[config.mk]
export PLATFORM = sky130hd
export DESIGN_NAME = yuv_to_rgb_csc_stream
export DESIGN_NICKNAME = d
export VERILOG_FILES = /design/src/rtl/yuv_to_rgb_csc_stream.sv
export SDC_FILE = /design/constraint.sdc
export NUM_CORES = 1
export LEC_CHECK = 0
export BUFFER_PORTS_ARGS = -buffer_cell sky130_fd_sc_hd__buf_2
export CAP_MARGIN = 10
export CELL_PAD_IN_SITES_DETAIL_PLACEMENT = 1
export CELL_PAD_IN_SITES_GLOBAL_PLACEMENT = 1
export CORE_ASPECT_RATIO = 1.75
export CORE_UTILIZATION = 53
export DETAILED_ROUTE_END_ITERATION = 10
export GPL_TIMING_DRIVEN = 0
export PLACE_DENSITY_LB_ADDON = 0.1
export SLEW_MARGIN = 20
export SYNTH_ARGS = -nofsm -noshare
export SYNTH_HDL_FRONTEND = slang
export SYNTH_SLANG_ARGS = --single-unit
[constraint.sdc]
create_clock -name i_sysclk -period 15.3 [get_ports i_sysclk]
set_clock_uncertainty 0.1 [all_clocks]
set_input_delay 3.06 -clock i_sysclk [delete_from_list [all_inputs] [get_ports i_sysclk]]
set_output_delay 3.06 -clock i_sysclk [all_outputs]
set_load 0.01 [all_outputs]
[src/rtl/yuv_to_rgb_csc_stream.sv]
// yuv_to_rgb_csc_stream: 5-stage YUV->RGB colour-space converter with
// valid/ready flow control and per-frame matrix selection.
//
// Ports:
//   i_sysclk, i_arst         clock, synchronous active-high reset
//   i_mode                   0=601 limited, 1=601 full, 2=709 limited, 3=bypass
//                            (latched on an accepted SOF beat)
//   i_valid/o_ready          input handshake
//   i_sof/i_eol              frame / line markers, travel with the pixel
//   i_Y/i_U/i_V              unsigned input components
//   o_valid/i_ready          output handshake
//   o_sof/o_eol              delayed markers
//   o_R/o_G/o_B              clamped unsigned result
//
// Pipeline: S1 offsets, S2 coefficient select, S3 products,
// S4 sum/round/shift, S5 clamp (output registers).
module yuv_to_rgb_csc_stream #(
    parameter int IN_W      = 8,
    parameter int OUT_W     = 8,
    parameter int COEF_FRAC = 8
) (
    input  logic             i_sysclk,
    input  logic             i_arst,
    input  logic [1:0]       i_mode,
    input  logic             i_valid,
    output logic             o_ready,
    input  logic             i_sof,
    input  logic             i_eol,
    input  logic [IN_W-1:0]  i_Y,
    input  logic [IN_W-1:0]  i_U,
    input  logic [IN_W-1:0]  i_V,
    output logic             o_valid,
    input  logic             i_ready,
    output logic             o_sof,
    output logic             o_eol,
    output logic [OUT_W-1:0] o_R,
    output logic [OUT_W-1:0] o_G,
    output logic [OUT_W-1:0] o_B
);

    localparam int K  = IN_W - 8;
    localparam int DW = IN_W + 1;
    localparam int CW = 11;
    localparam int PW = DW + CW;
    localparam int SW = IN_W + 13;
    localparam int SH = COEF_FRAC + IN_W - OUT_W;
    localparam int BW = 3 * OUT_W;

    localparam logic signed [DW-1:0] Y_OFS = DW'(16 << K);
    localparam logic signed [DW-1:0] C_OFS = DW'(128 << K);
    localparam logic signed [SW-1:0] RND   = SW'(1 << (SH - 1));
    localparam logic signed [SW-1:0] MAXV  = SW'((1 << OUT_W) - 1);

    function automatic logic [OUT_W-1:0] clamp(input logic signed [SW-1:0] x);
        if (x < 0)
            return '0;
        else if (x > MAXV)
            return '1;
        else
            return x[OUT_W-1:0];
    endfunction

    logic ce;
    logic [1:0] mode_q;
    logic [1:0] beat_mode;
    logic [3:0] v_q;
    logic [3:0] sof_q;
    logic [3:0] eol_q;

    // S1
    logic signed [DW-1:0] y_ext;
    logic [1:0]           s1_mode;
    logic signed [DW-1:0] s1_c, s1_d, s1_e;
    logic [BW-1:0]        s1_byp;

    // S2
    logic signed [CW-1:0] ky, rv, gu, gv, bu;
    logic signed [CW-1:0] s2_ky, s2_rv, s2_gu, s2_gv, s2_bu;
    logic signed [DW-1:0] s2_c, s2_d, s2_e;
    logic                 s2_bypass;
    logic [BW-1:0]        s2_byp;

    // S3
    logic signed [PW-1:0] s3_yc, s3_rv, s3_gu, s3_gv, s3_bu;
    logic                 s3_bypass;
    logic [BW-1:0]        s3_byp;

    // S4
    logic signed [SW-1:0] sum_r, sum_g, sum_b;
    logic signed [SW-1:0] s4_r, s4_g, s4_b;
    logic                 s4_bypass;
    logic [BW-1:0]        s4_byp;

    // Every stage moves in lock-step; the only stall source is the
    // output register being full while downstream refuses it.
    assign ce      = ~o_valid | i_ready;
    assign o_ready = ce;

    // An SOF beat uses its own i_mode immediately; later beats of the
    // frame reuse the latched value, so mid-frame mode changes are inert.
    assign beat_mode = i_sof ? i_mode : mode_q;
    assign y_ext     = signed'({1'b0, i_Y});

    always_comb begin
        ky = '0;
        rv = '0;
        gu = '0;
        gv = '0;
        bu = '0;
        unique case (s1_mode)
            2'd0: begin
                ky = 11'sd298;
                rv = 11'sd409;
                gu = -11'sd100;
                gv = -11'sd208;
                bu = 11'sd516;
            end
            2'd1: begin
                ky = 11'sd256;
                rv = 11'sd359;
                gu = -11'sd88;
                gv = -11'sd183;
                bu = 11'sd454;
            end
            2'd2: begin
                ky = 11'sd298;
                rv = 11'sd459;
                gu = -11'sd55;
                gv = -11'sd136;
                bu = 11'sd541;
            end
            default: begin
            end
        endcase
    end

    always_comb begin
        sum_r = SW'(s3_yc) + SW'(s3_rv) + RND;
        sum_g = SW'(s3_yc) + SW'(s3_gu) + SW'(s3_gv) + RND;
        sum_b = SW'(s3_yc) + SW'(s3_bu) + RND;
    end

    // Control path: valids, markers, mode and output registers.
    always_ff @(posedge i_sysclk) begin
        if (i_arst) begin
            mode_q  <= 2'd0;
            v_q     <= '0;
            sof_q   <= '0;
            eol_q   <= '0;
            o_valid <= 1'b0;
            o_sof   <= 1'b0;
            o_eol   <= 1'b0;
            o_R     <= '0;
            o_G     <= '0;
            o_B     <= '0;
        end else if (ce) begin
            if (i_valid && i_sof)
                mode_q <= i_mode;
            v_q     <= {v_q[2:0], i_valid};
            sof_q   <= {sof_q[2:0], i_sof & i_valid};
            eol_q   <= {eol_q[2:0], i_eol & i_valid};
            o_valid <= v_q[3];
            o_sof   <= sof_q[3];
            o_eol   <= eol_q[3];
            if (s4_bypass) begin
                o_R <= s4_byp[BW-1 -: OUT_W];
                o_G <= s4_byp[2*OUT_W-1 -: OUT_W];
                o_B <= s4_byp[OUT_W-1:0];
            end else begin
                o_R <= clamp(s4_r);
                o_G <= clamp(s4_g);
                o_B <= clamp(s4_b);
            end
        end
    end

    // Datapath: no reset needed, qualified by the valid pipe.
    always_ff @(posedge i_sysclk) begin
        if (ce) begin
            s1_mode <= beat_mode;
            s1_c    <= (beat_mode == 2'd1) ? y_ext : y_ext - Y_OFS;
            s1_d    <= signed'({1'b0, i_U}) - C_OFS;
            s1_e    <= signed'({1'b0, i_V}) - C_OFS;
            s1_byp  <= {i_Y[IN_W-1 -: OUT_W],
                        i_U[IN_W-1 -: OUT_W],
                        i_V[IN_W-1 -: OUT_W]};

            s2_ky     <= ky;
            s2_rv     <= rv;
            s2_gu     <= gu;
            s2_gv     <= gv;
            s2_bu     <= bu;
            s2_c      <= s1_c;
            s2_d      <= s1_d;
            s2_e      <= s1_e;
            s2_bypass <= (s1_mode == 2'd3);
            s2_byp    <= s1_byp;

            s3_yc     <= PW'(s2_ky) * PW'(s2_c);
            s3_rv     <= PW'(s2_rv) * PW'(s2_e);
            s3_gu     <= PW'(s2_gu) * PW'(s2_d);
            s3_gv     <= PW'(s2_gv) * PW'(s2_e);
            s3_bu     <= PW'(s2_bu) * PW'(s2_d);
            s3_bypass <= s2_bypass;
            s3_byp    <= s2_byp;

            s4_r      <= sum_r >>> SH;
            s4_g      <= sum_g >>> SH;
            s4_b      <= sum_b >>> SH;
            s4_bypass <= s3_bypass;
            s4_byp    <= s3_byp;
        end
    end

endmodule
==> summary.md, run 1 <==
| Metric | Value |
|---|---|
| FF+latch count, synth | `296` |
| Global-route wire length before repair | `96.0 mm` |
| XOR/XNOR share of the synthesized area | `0.0345` |
| Seq/Total Area, Yosys | `0.348` |
| Slew HR | `0.258` |
| Reg2reg end | `s3_gu[19]` |
| Avg Cell Area, Syn | `11.5 um2` |
| Hold path startpoint | `s1_c[2]` |
| Least-Margin Pin Slew | `1.11 ns` |
| FF-to-FF setup slack | `7.76 ns` |
| Synth area leader | `edfxtp_1` |
| IO Count | `60` |
| Largest family of logic cells by synthesized area | `adder cells` |
| Data arrival, critical path | `4.66 ns` |
| FP Rows | `103` |
| Die height | `between 200 and 300 um` |
| Worst Hold End | `s2_c[2]` |
| Cell Area, Placed | `roughly 0.025 mm2` |
| # fillers | `between 4000 and 5000` |
| Hold path depth | `0` |
| Clock tree from TritonCTS | `yes` |
| Most frequent cells in the layout | `ha_1 (381), inv_1 (375), edfxtp_1 (255), fa_1 (238), nand2_1 (125)` |
| Total number of vias | `15800` |
| Drt pass-1 iters | `5` |
| Gate Count Post-Synth | `approximately 2100` |
| Die area | `0.0468 mm2` |
| Main synth FF type | `edfxtp_1` |
| Vias per inst | `between 5 and 6` |
| Diodes inserted | `0` |
| Final instance area | `0.0265 mm2` |
| Critical path class | `input pin to primary output` |
| TritonCTS Sinks | `296` |
| FFs w/ async S/R, synth | `0` |
| Hold_ws | `roughly 0.31 ns` |
| Post-CTS sizing | `0` |
| Finish-stage setup viols | `0` |
| Clk slew on worst S/H paths | `0.07 ns` |
| Gr usage total | `0.273` |
| Outcome | `finished clean` |
| TritonCTS buffer count | `30` |
| RR Startpoint | `s2_rv[0]` |
| Routability cong. | `0.877` |
| Layout cells sized above 1 | `0.0621` |
| Total gr overflow | `0` |
| Hpwl dp | `51.1 mm` |
| CP max FO | `41` |
| Area share of fa/ha/maj cells after synthesis | `0.391` |
| Post-cts hold buffer count | `0` |
| Max Buffers Root-to-Sink | `3` |
| Max-Cap Viols | `0` |
| Vias in the first global route | `18000` |
| Final Max Slew Viols | `0` |
| Clk Latency, worst-skew pair | `0.58 ns` |
| Drt wl/cell | `21.6 um` |
| Largest net degree at the start of global routing | `63` |
| # DRC | `0` |
| Period utilization | `0.511` |
| Cell variety after synth | `roughly 70` |
| Layout net count | `approximately 2900` |
| Mux contribution to synthesized area | `0.00396` |
| Synth Area in Simple Gates | `0.0849` |
| H-tree levels | `1` |
| Period minus WS final | `about 8 ns` |
| Mapped Nets | `approximately 2800` |
| CP Capture Type | `primary output` |
| Final wirelength | `~60 mm` |
| Yosys warns | `0` |
| Setup TNS | `0 ns` |
| Initial antenna violation count | `0` |
| RSZ-0062 raised after global routing | `no` |
| Commonest non-fill, non-tap cell in the layout | `ha_1` |
| Synth top area share | `0.314` |
| Buffer count from post-CTS setup fixing | `0` |
| Root Buffer | `clkbuf_16` |
| Synth top area cells | `edfxtp_1 (31%), ha_1 (20%), fa_1 (20%)` |
| Fin. Hold Viols | `0` |
| Crit start category | `input pin` |
| Worst r2r path cells | `20` |
| Core footprint | `0.0452 mm2` |
| Antenna viol nets, final | `0` |
| Initial DRC count | `between 500 and 600` |
| Area growth syn-to-layout | `8.78%` |
| Port bufs | `58` |
| Required @ worst endpoint | `12.14 ns` |
| Compound-Gate Fraction of Synth Area | `0.0729` |
| Fmax | `~130 MHz` |
| Starting Density | `0.538` |
| Number of synthesized flops with an enable pin | `255` |
| Worst hold path class | `flip-flop to flip-flop` |
| Post-Syn Area | `0.0244 mm2` |
| Die width | `164 um` |
state kept, by name (all words and copies together), names as in the netlist, 8 cells and up:
signal	count
s3_byp	24
s4_byp	24
s3_gu	20
s3_gv	20
s3_bu	19
s3_rv	18
s3_yc	18
s4_b	13
s4_g	13
s4_r	13
s1_c	9
s2_c	9
o_B	8
o_G	8
o_R	8
s1_d	8
s1_e	8
s2_d	8
s2_e	8
area by class of cell:
cell class	instances	area, um2	area share
inverters	376	1410	0.0533
clock inverters	20	216	0.00817
repair buffers	63	413	0.0156
clock buffers	33	783	0.0296
well taps	577	722	0.0273
flip-flops and latches	296	8480	0.320
multi-input cells	1412	14300	0.540
plain buffers	39	151	0.00572
worst max-delay path, stage by stage:
cell and delay [ns]:
buf_2 0.10, nor2b_1 0.10, clkbuf_1 0.29, clkinv_1 0.33
clkbuf_4 0.34, buf_12 0.23, buf_2 0.17
worst max path at each step:
stage,from,to,cells past startpoint
floorplan,i_ready,o_ready,4
global placement,i_ready,o_ready,6
detailed placement,i_ready,o_ready,7
CTS,i_ready,o_ready,7
global route,i_ready,o_ready,7
finish,i_ready,o_ready,7
cell usage after synthesis, types with 3 or more instances:
cell / number
a2111oi_0: 3
a211o_1: 3
a211oi_1: 7
a21o_1: 31
a21oi_1: 71
a21oi_2: 5
a311oi_1: 3
a31oi_1: 8
and2_1: 58
and3_1: 10
buf_1: 3
clkbuf_1: 35
dfxtp_1: 41
edfxtp_1: 255
fa_1: 238
ha_1: 381
inv_1: 375
mux2_2: 5
mux2i_1: 4
nand2_1: 125
nand2b_1: 16
nand3_1: 20
nand4_1: 9
nor2_1: 112
nor2b_1: 30
nor3_1: 15
nor3b_1: 3
o211ai_1: 4
o21a_1: 12
o21ai_0: 53
o21ai_1: 3
o21bai_1: 9
o311ai_0: 25
or2_2: 4
or3_1: 4
or4_1: 5
xnor2_1: 79
xor2_1: 17
kinds of logic (layout without fill, tap and decap cells):
| logic type | after synthesis | after routing |
|---|---|---|
| adder cells (fa/ha/maj) | 619 | 619 |
| AND/OR/NAND/NOR | 424 | 424 |
| buffers and inverters | 415 | 531 |
| flip-flops | 296 | 296 |
| AO/OA/AOI/OAI | 263 | 263 |
| XOR/XNOR | 96 | 96 |
| multiplexers | 9 | 9 |
| other | 1 | 1 |
per-layer routing:
| metal | GRT usage | wire length, um | part of all wire |
|---|---|---|---|
| met1 | 0.282 | 21500 | 0.35 |
| met2 | 0.522 | 33300 | 0.55 |
| met3 | 0.0281 | 1900 | 0.031 |
| met4 | 0.159 | 4040 | 0.066 |
| met5 | 0 | 0 | 0 |
stage by stage:
step                      setup WS (ns)  instances  utilization
after global routing               7.33       2816        0.586
final                              7.48       2816        0.586
after global placement            -2.32       2758        0.561
after floorplan                    1.62       2123            -
after detailed placement           7.45       2763        0.564
after CTS                          7.45       2816        0.586
Power of run 1 is not shown: default switching activity piles up to over one toggle a cycle in this logic, so the estimate is an artifact.
==> inputs of run 2 (changes only) <==
--- a/config.mk
+++ b/config.mk
@@ -5,12 +5,13 @@
 export SDC_FILE = /design/constraint.sdc
 export NUM_CORES = 1
 export LEC_CHECK = 0
+export ABC_AREA = 1
 export BUFFER_PORTS_ARGS = -buffer_cell sky130_fd_sc_hd__buf_2
 export CAP_MARGIN = 10
 export CELL_PAD_IN_SITES_DETAIL_PLACEMENT = 1
 export CELL_PAD_IN_SITES_GLOBAL_PLACEMENT = 1
 export CORE_ASPECT_RATIO = 1.75
-export CORE_UTILIZATION = 53
+export CORE_UTILIZATION = 52
 export DETAILED_ROUTE_END_ITERATION = 10
 export GPL_TIMING_DRIVEN = 0
 export PLACE_DENSITY_LB_ADDON = 0.1
==> constraint.sdc (replaced) <==
create_clock -name i_sysclk -period 7.4 [get_ports i_sysclk]
set_clock_uncertainty 0.1 [all_clocks]
set_input_delay 1.48 -clock i_sysclk [delete_from_list [all_inputs] [get_ports i_sysclk]]
set_output_delay 1.48 -clock i_sysclk [all_outputs]
set_load 0.01 [all_outputs]
==> run 2 against run 1 <==
- critical path depth rose by 11
- core utilization fell by 1.2 points
- via count rose by 13%
- synthesized cell count rose by 19%
- final cell count rose by 17%
- critical path type is now flip-flop to flip-flop
==> summary.md, run 2 <==
| Metric | Value |
|---|---|
| Outcome | `finished clean` |
| Final non-filler cell total | `3298 (+17%)` |
| Final instance area | `0.0275 mm2 (+4.0%)` |
| Worst hold path class | `flip-flop to flip-flop` |
| Worst r2r path cells | `18 (-10%)` |
| Synth top area cells | `edfxtp_1 (30%), ha_1 (19%), fa_1 (19%)` |
| Main synth FF type | `edfxtp_1` |
| Die width | `169 um (+3.0%)` |
| Total gr overflow | `0 (unchanged)` |
| Initial DRC count | `637 (+7.2%)` |
| Number of synthesized flops with an enable pin | `255 (unchanged)` |
| Final wirelength | `68.3 mm (+13%)` |
| Synth area leader | `edfxtp_1` |
| WP buf/inv | `5 (-1)` |
| Data arrival, critical path | `6.61 ns (+1.95 ns)` |
| IO Count | `60 (unchanged)` |
| Gate Count Post-Synth | `2535 (+19%)` |
| Least-Margin Pin Slew | `1.13 ns (+0.0140 ns)` |
| Buffer count from post-CTS setup fixing | `0 (unchanged)` |
| Cell variety after synth | `37 (-49%)` |
| Max Buffers Root-to-Sink | `3 (unchanged)` |
| Post-Syn Area | `0.0254 mm2 (+4.2%)` |
| CP max stage delay | `0.80 ns (+0.46 ns)` |
| Slew HR | `0.249 (-0.00936)` |
| Layout cells sized above 1 | `0.0562 (-0.00585)` |
| Worst Hold End | `s3_byp[15]` |
| Routability cong. | `0.896 (+2.2%)` |
| # DRC | `0 (unchanged)` |
| Top delay family on crit path | `adder cells` |
| Vias in the first global route | `20300 (+13%)` |
| Critical path class | `flip-flop to flip-flop` |
| Clock tree from TritonCTS | `yes` |
| Root Buffer | `clkbuf_16` |
| Period utilization | `0.864` |
| Required @ worst endpoint | `7.61 ns (-4.53 ns)` |
| Post-CTS sizing | `0 (unchanged)` |
| Crit start category | `flip-flop` |
| RSZ-0062 raised after global routing | `no` |
| FP Rows | `106 (+2.9%)` |
| Initial antenna violation count | `1 (+1)` |
| Clk Latency, worst-skew pair | `0.58 ns (about the same)` |
| Synth cell count leaders | `inv_1 (514), nand2_1 (394), ha_1 (381)` |
| Yosys warns | `0 (unchanged)` |
| Synth top area share | `0.302 (-0.0126)` |
| Seq/Total Area, Yosys | `0.334 (-0.0139)` |
| Top Registers | `s3_byp (24), s4_byp (24)` |
| TritonCTS Sinks | `296 (unchanged)` |
| Clk slew on worst S/H paths | `0.07 ns (about the same)` |
| Most frequent cell after synthesis | `inv_1` |
| Placed Cells incl. Taps | `3245 (+17%)` |
| RR Startpoint | `s2_rv[0]` |
| Max-Cap Viols | `0 (unchanged)` |
| Mapped Nets | `3186 (+15%)` |
| Hold path startpoint | `s2_byp[15]` |
| TritonCTS buffer count | `29 (-3.3%)` |
| Vias per inst | `5.40 (-3.5%)` |
| FFs w/ async S/R, synth | `0 (unchanged)` |
| Layout net count | `3279 (+14%)` |
| Total number of vias | `17800 (+13%)` |
| FF-to-FF setup slack | `1.01 ns (-6.75 ns)` |
| Drt pass-1 iters | `6 (+1)` |
| Fmax | `156 MHz` |
| Avg Cell Area, Syn | `10.0 um2 (-13%)` |
| Cell Area, Placed | `0.0266 mm2 (+4.2%)` |
| Period minus WS final | `6.39 ns` |
| FF+latch count, synth | `296 (unchanged)` |
| Most frequent cells in the layout | `inv_1 (514), nand2_1 (394), ha_1 (381), edfxtp_1 (255), fa_1 (238)` |
| Hpwl dp | `57.9 mm (+13%)` |
| CP Capture Type | `flip-flop` |
| Hold path depth | `0 (unchanged)` |
| Drt wl/cell | `20.7 um (-3.9%)` |
| Post-cts hold buffer count | `0 (unchanged)` |
| Global-route wire length before repair | `108 mm (+13%)` |
| Reg2reg end | `s3_gv[19]` |
| Port bufs | `59 (+1.7%)` |
| Starting Density | `0.528 (-0.0100)` |
| Diodes inserted | `0 (unchanged)` |
| Finish-stage setup viols | `0 (unchanged)` |
| Final Max Slew Viols | `0 (unchanged)` |
| Antenna viol nets, final | `0 (unchanged)` |
| CP max FO | `10 (-76%)` |
| Area growth syn-to-layout | `8.56%` |
| Worst path slowest cell | `buf_1` |
| Die height | `294 um (+3.0%)` |
| Hold_ws | `0.320 ns (+0.00625 ns)` |
| Gr usage total | `0.289 (+0.0163)` |
| H-tree levels | `1 (unchanged)` |
| Commonest non-fill, non-tap cell in the layout | `inv_1` |
| Fin. Hold Viols | `0 (unchanged)` |
| Core footprint | `0.0480 mm2 (+6.1%)` |
| Die area | `0.0497 mm2 (+6.1%)` |
| Largest net degree at the start of global routing | `95 (+51%)` |
| Critical-path cell list | `buf_2 > buf_1 > nand2_1 > inv_1 > fa_1 > fa_1 > inv_1 > fa_1 > inv_1 > fa_1 > ha_1 > ha_1 > a21o_1 > o21bai_1 > a21oi_1 > nand2_1 > nand2_1 > nand2_1` |
[run 2: cell types whose count changed after synthesis, moves of 30 or more]
cell,change
and2_1,-57
inv_1,+139
o21ai_0,+38
a21oi_1,+91
xnor2_1,-48
nor2b_1,-30
nand3_1,+61
nor2_1,+33
nand2_1,+269
xor2_1,+45
[run 2: final cells by class]
| class | count | area [um2] |
|---|---|---|
| Buffer | 29 | 134 |
| Clock buffer | 34 | 766 |
| Clock inverter | 19 | 208 |
| Fill cell | 5418 | 20500 |
| Inverter | 515 | 1930 |
| Multi-Input combinational cell | 1695 | 14800 |
| Sequential cell | 296 | 8480 |
| Tap cell | 648 | 811 |
| Timing Repair Buffer | 62 | 378 |
[run 2: metrics by stage]
step / utilization / TNS [ns] / worst slack [ns]
after CTS: 0.574 / 0 / 1.03
after detailed placement: 0.553 / 0 / 1.08
after floorplan: - / 0 / 0.958
after global placement: 0.551 / -0.923 / -0.923
after global routing: 0.574 / 0 / 0.807
final: 0.574 / 0 / 1.01
[run 2: kinds of logic after synthesis]
kind of cell,share of synthesized area
AO/OA/AOI/OAI,0.0675
XOR/XNOR,0.0321
other,0.000148
AND/OR/NAND/NOR,0.109
adder cells (fa/ha/maj),0.376
flip-flops,0.334
buffers and inverters,0.0811
[run 2: worst max path at each step]
stage | endpoint | depth (start not counted) | from
5_1_grt | s3_gv[19] | 18 | s2_rv[0]
3_3_place_gp | o_ready | 6 | i_ready
3_5_place_dp | s3_gv[19] | 18 | s2_rv[0]
2_1_floorplan | o_ready | 4 | i_ready
4_1_cts | s3_gv[19] | 18 | s2_rv[0]
6_report | s3_gv[19] | 18 | s2_rv[0]
[run 2: layer usage]
metal | GRT usage | up-vias | share of wire
met5 | 0 | - | 0.00019
met4 | 0.159 | 2 | 0.059
met3 | 0.0233 | 140 | 0.023
met2 | 0.564 | 277 | 0.55
met1 | 0.301 | 8996 | 0.36
li1 | - | 8390 | -
[run 2: worst register-to-register path, delay by kind of cell (launching register included)]
family / cells / cell delay (ns)
adders and majority gates: 6 / 2.85
DFF: 1 / 0.31
and+or+nand+nor: 4 / 0.70
buffers and inverters: 5 / 1.59
AOI/OAI and AO/OA: 3 / 0.59
Power of run 2 is left out for the same reason.
==> inputs of run 3 (changes only) <==
--- a/config.mk
+++ b/config.mk
@@ -10,11 +10,12 @@
 export CAP_MARGIN = 10
 export CELL_PAD_IN_SITES_DETAIL_PLACEMENT = 1
 export CELL_PAD_IN_SITES_GLOBAL_PLACEMENT = 1
-export CORE_ASPECT_RATIO = 1.75
+export CORE_ASPECT_RATIO = 0.8
 export CORE_UTILIZATION = 52
 export DETAILED_ROUTE_END_ITERATION = 10
 export GPL_TIMING_DRIVEN = 0
 export PLACE_DENSITY_LB_ADDON = 0.1
+export SETUP_SLACK_MARGIN = 0.2
 export SLEW_MARGIN = 20
 export SYNTH_ARGS = -nofsm -noshare
 export SYNTH_HDL_FRONTEND = slang
==> run 3 against run 2 <==
- routed wire length grew 1.3%
- critical path depth fell by 1
- clock-buffer cell count rose by 9
- via count grew 0.33%
- sequential share of layout area fell by 0.11 points
- worst hold slack lost 0.0020 ns
- final cell count decreased by 0.52%
- non-clock buffer count down 1
- register-to-register slack improved by 0.31 ns
- die area barely moved
- critical endpoint is now s3_gv[15]
- highest routed layer is now met4
==> summary.md, run 3 (synthesis results as in run 2) <==
| Metric | Value |
|---|---|
| Final wirelength | `69.2 mm (+1.3%)` |
| Post-CTS sizing | `0 (unchanged)` |
| Clk slew on worst S/H paths | `0.06 ns (about the same)` |
| Top Registers | `s3_byp (24), s4_byp (24)` |
| Total number of vias | `17900 (+0.33%)` |
| Data arrival, critical path | `6.28 ns (-0.33 ns)` |
| Outcome | `finished clean` |
| TritonCTS buffer count | `36 (+24%)` |
| CP Capture Type | `flip-flop` |
| Crit start category | `flip-flop` |
| Die area | `0.0497 mm2 (about the same)` |
| Max-Cap Viols | `0 (unchanged)` |
| Antenna viol nets, final | `0 (unchanged)` |
| CP max FO | `10 (unchanged)` |
| Worst hold path class | `flip-flop to flip-flop` |
| Final Max Slew Viols | `0 (unchanged)` |
| Drt wl/cell | `21.1 um (+1.8%)` |
| TritonCTS Sinks | `296 (unchanged)` |
| Hpwl dp | `56.7 mm (-2.1%)` |
| Global-route wire length before repair | `109 mm (+0.95%)` |
| Hold_ws | `0.318 ns (-0.00203 ns)` |
| Max Buffers Root-to-Sink | `3 (unchanged)` |
| Most frequent cells in the layout | `inv_1 (514), nand2_1 (394), ha_1 (381), edfxtp_1 (255), fa_1 (238)` |
| Drt pass-1 iters | `5 (-1)` |
| Cell Area, Placed | `0.0265 mm2 (-0.24%)` |
| RSZ-0062 raised after global routing | `no` |
| H-tree levels | `2 (+1)` |
| Starting Density | `0.534 (+0.00538)` |
| Clk Latency, worst-skew pair | `0.57 ns (about the same)` |
| Buffer count from post-CTS setup fixing | `0 (unchanged)` |
| Vias in the first global route | `19700 (-2.9%)` |
| Initial antenna violation count | `1 (unchanged)` |
| Period minus WS final | `6.09 ns (-0.309 ns)` |
| FP Rows | `71 (-33%)` |
| Area growth syn-to-layout | `8.95%` |
| IO Count | `60 (unchanged)` |
| Diodes inserted | `0 (unchanged)` |
| Setup TNS | `0 ns (unchanged)` |
| # fillers | `5300 (-2.2%)` |
| Period utilization | `0.822 (-0.0417)` |
| Die height | `200 um (-32%)` |
| Largest net degree at the start of global routing | `107 (+13%)` |
| Slew HR | `0.305 (+0.0561)` |
| Vias per inst | `5.44 (+0.85%)` |
| Layout net count | `3285 (+0.18%)` |
| Least-Margin Pin Slew | `1.04 ns (-0.0880 ns)` |
| Gr usage total | `0.290 (+0.000323)` |
| Fin. Hold Viols | `0 (unchanged)` |
| Total gr overflow | `0 (unchanged)` |
| Placed Cells incl. Taps | `3216 (-0.89%)` |
| Finish-stage setup viols | `0 (unchanged)` |
| Final instance area | `0.0276 mm2 (+0.36%)` |
| Final non-filler cell total | `3281 (-0.52%)` |
| Port bufs | `59 (unchanged)` |
| Initial DRC count | `922 (+45%)` |
| Critical path class | `flip-flop to flip-flop` |
| Routability cong. | `0.922 (+2.9%)` |
| Root Buffer | `clkbuf_16` |
| Commonest non-fill, non-tap cell in the layout | `inv_1` |
| # DRC | `0 (unchanged)` |
| Post-cts hold buffer count | `0 (unchanged)` |
| Fmax | `164 MHz (+5.1%)` |
| Required @ worst endpoint | `7.59 ns (-0.02 ns)` |
| Layout cells sized above 1 | `0.0598 (+0.00353)` |
| Die width | `249 um (+47%)` |
| Clock tree from TritonCTS | `yes` |
| Core footprint | `0.0475 mm2 (-1.0%)` |
[run 3: cell count changes in the layout (fill, tap and decap cells not counted), sizes merged]
cell / before / now
buf: 77 / 76
clkinvlp: 1 / 2
clkbuf: 48 / 57
clkinv: 12 / 15
inv: 517 / 519
bufinv: 4 / 1
[run 3: path summary, 6_finish.rpt]
kind	slack [ns]	endpoint	from	depth (start not counted)
max	1.31	s3_gv[15]	s2_rv[0]	17
min	0.32	s3_byp[23]	s2_byp[23]	0
max reg2reg	1.31	s3_gv[15]	s2_rv[0]	17
min reg2reg	0.32	s3_byp[23]	s2_byp[23]	0
[run 3: area by class of cell]
type / count / area [um2] / area share
timing repair buffer: 61 / 350 / 0.0127
clock buffer: 43 / 968 / 0.0350
tap: 620 / 776 / 0.0281
inverter: 515 / 1930 / 0.0699
clock inverter: 22 / 166 / 0.00602
sequential: 296 / 8480 / 0.307
buffer: 29 / 134 / 0.00484
multi-input combinational: 1695 / 14800 / 0.537
[run 3: per-stage QoR]
| stage | setup WS, ns | util |
|---|---|---|
| 4_1_cts | 1.24 | 0.581 |
| 3_3_place_gp | -1.08 | 0.556 |
| 6_report | 1.31 | 0.581 |
| 3_5_place_dp | 1.26 | 0.558 |
| 2_1_floorplan | 0.958 | - |
| 5_1_grt | 0.946 | 0.581 |
[run 3: metal layers]
layer,track usage,part of all wire
met5,0,0
met4,0.0971,0.034
met3,0.0551,0.055
met2,0.479,0.46
met1,0.385,0.45
[run 3: critical path, stage by stage, from the launching register on]
cell and delay (ns):
edfxtp_1 0.31, buf_2 0.32, buf_1 0.66, nand2_1 0.38, inv_1 0.19, fa_1 0.52
fa_1 0.64, inv_1 0.16, fa_1 0.57, inv_1 0.06, fa_1 0.48, ha_1 0.31
ha_1 0.35, a21o_1 0.21, o21bai_1 0.17, a21oi_1 0.15, nand2_1 0.09, xor2_1 0.16
Power of run 3 is left out for the same reason.
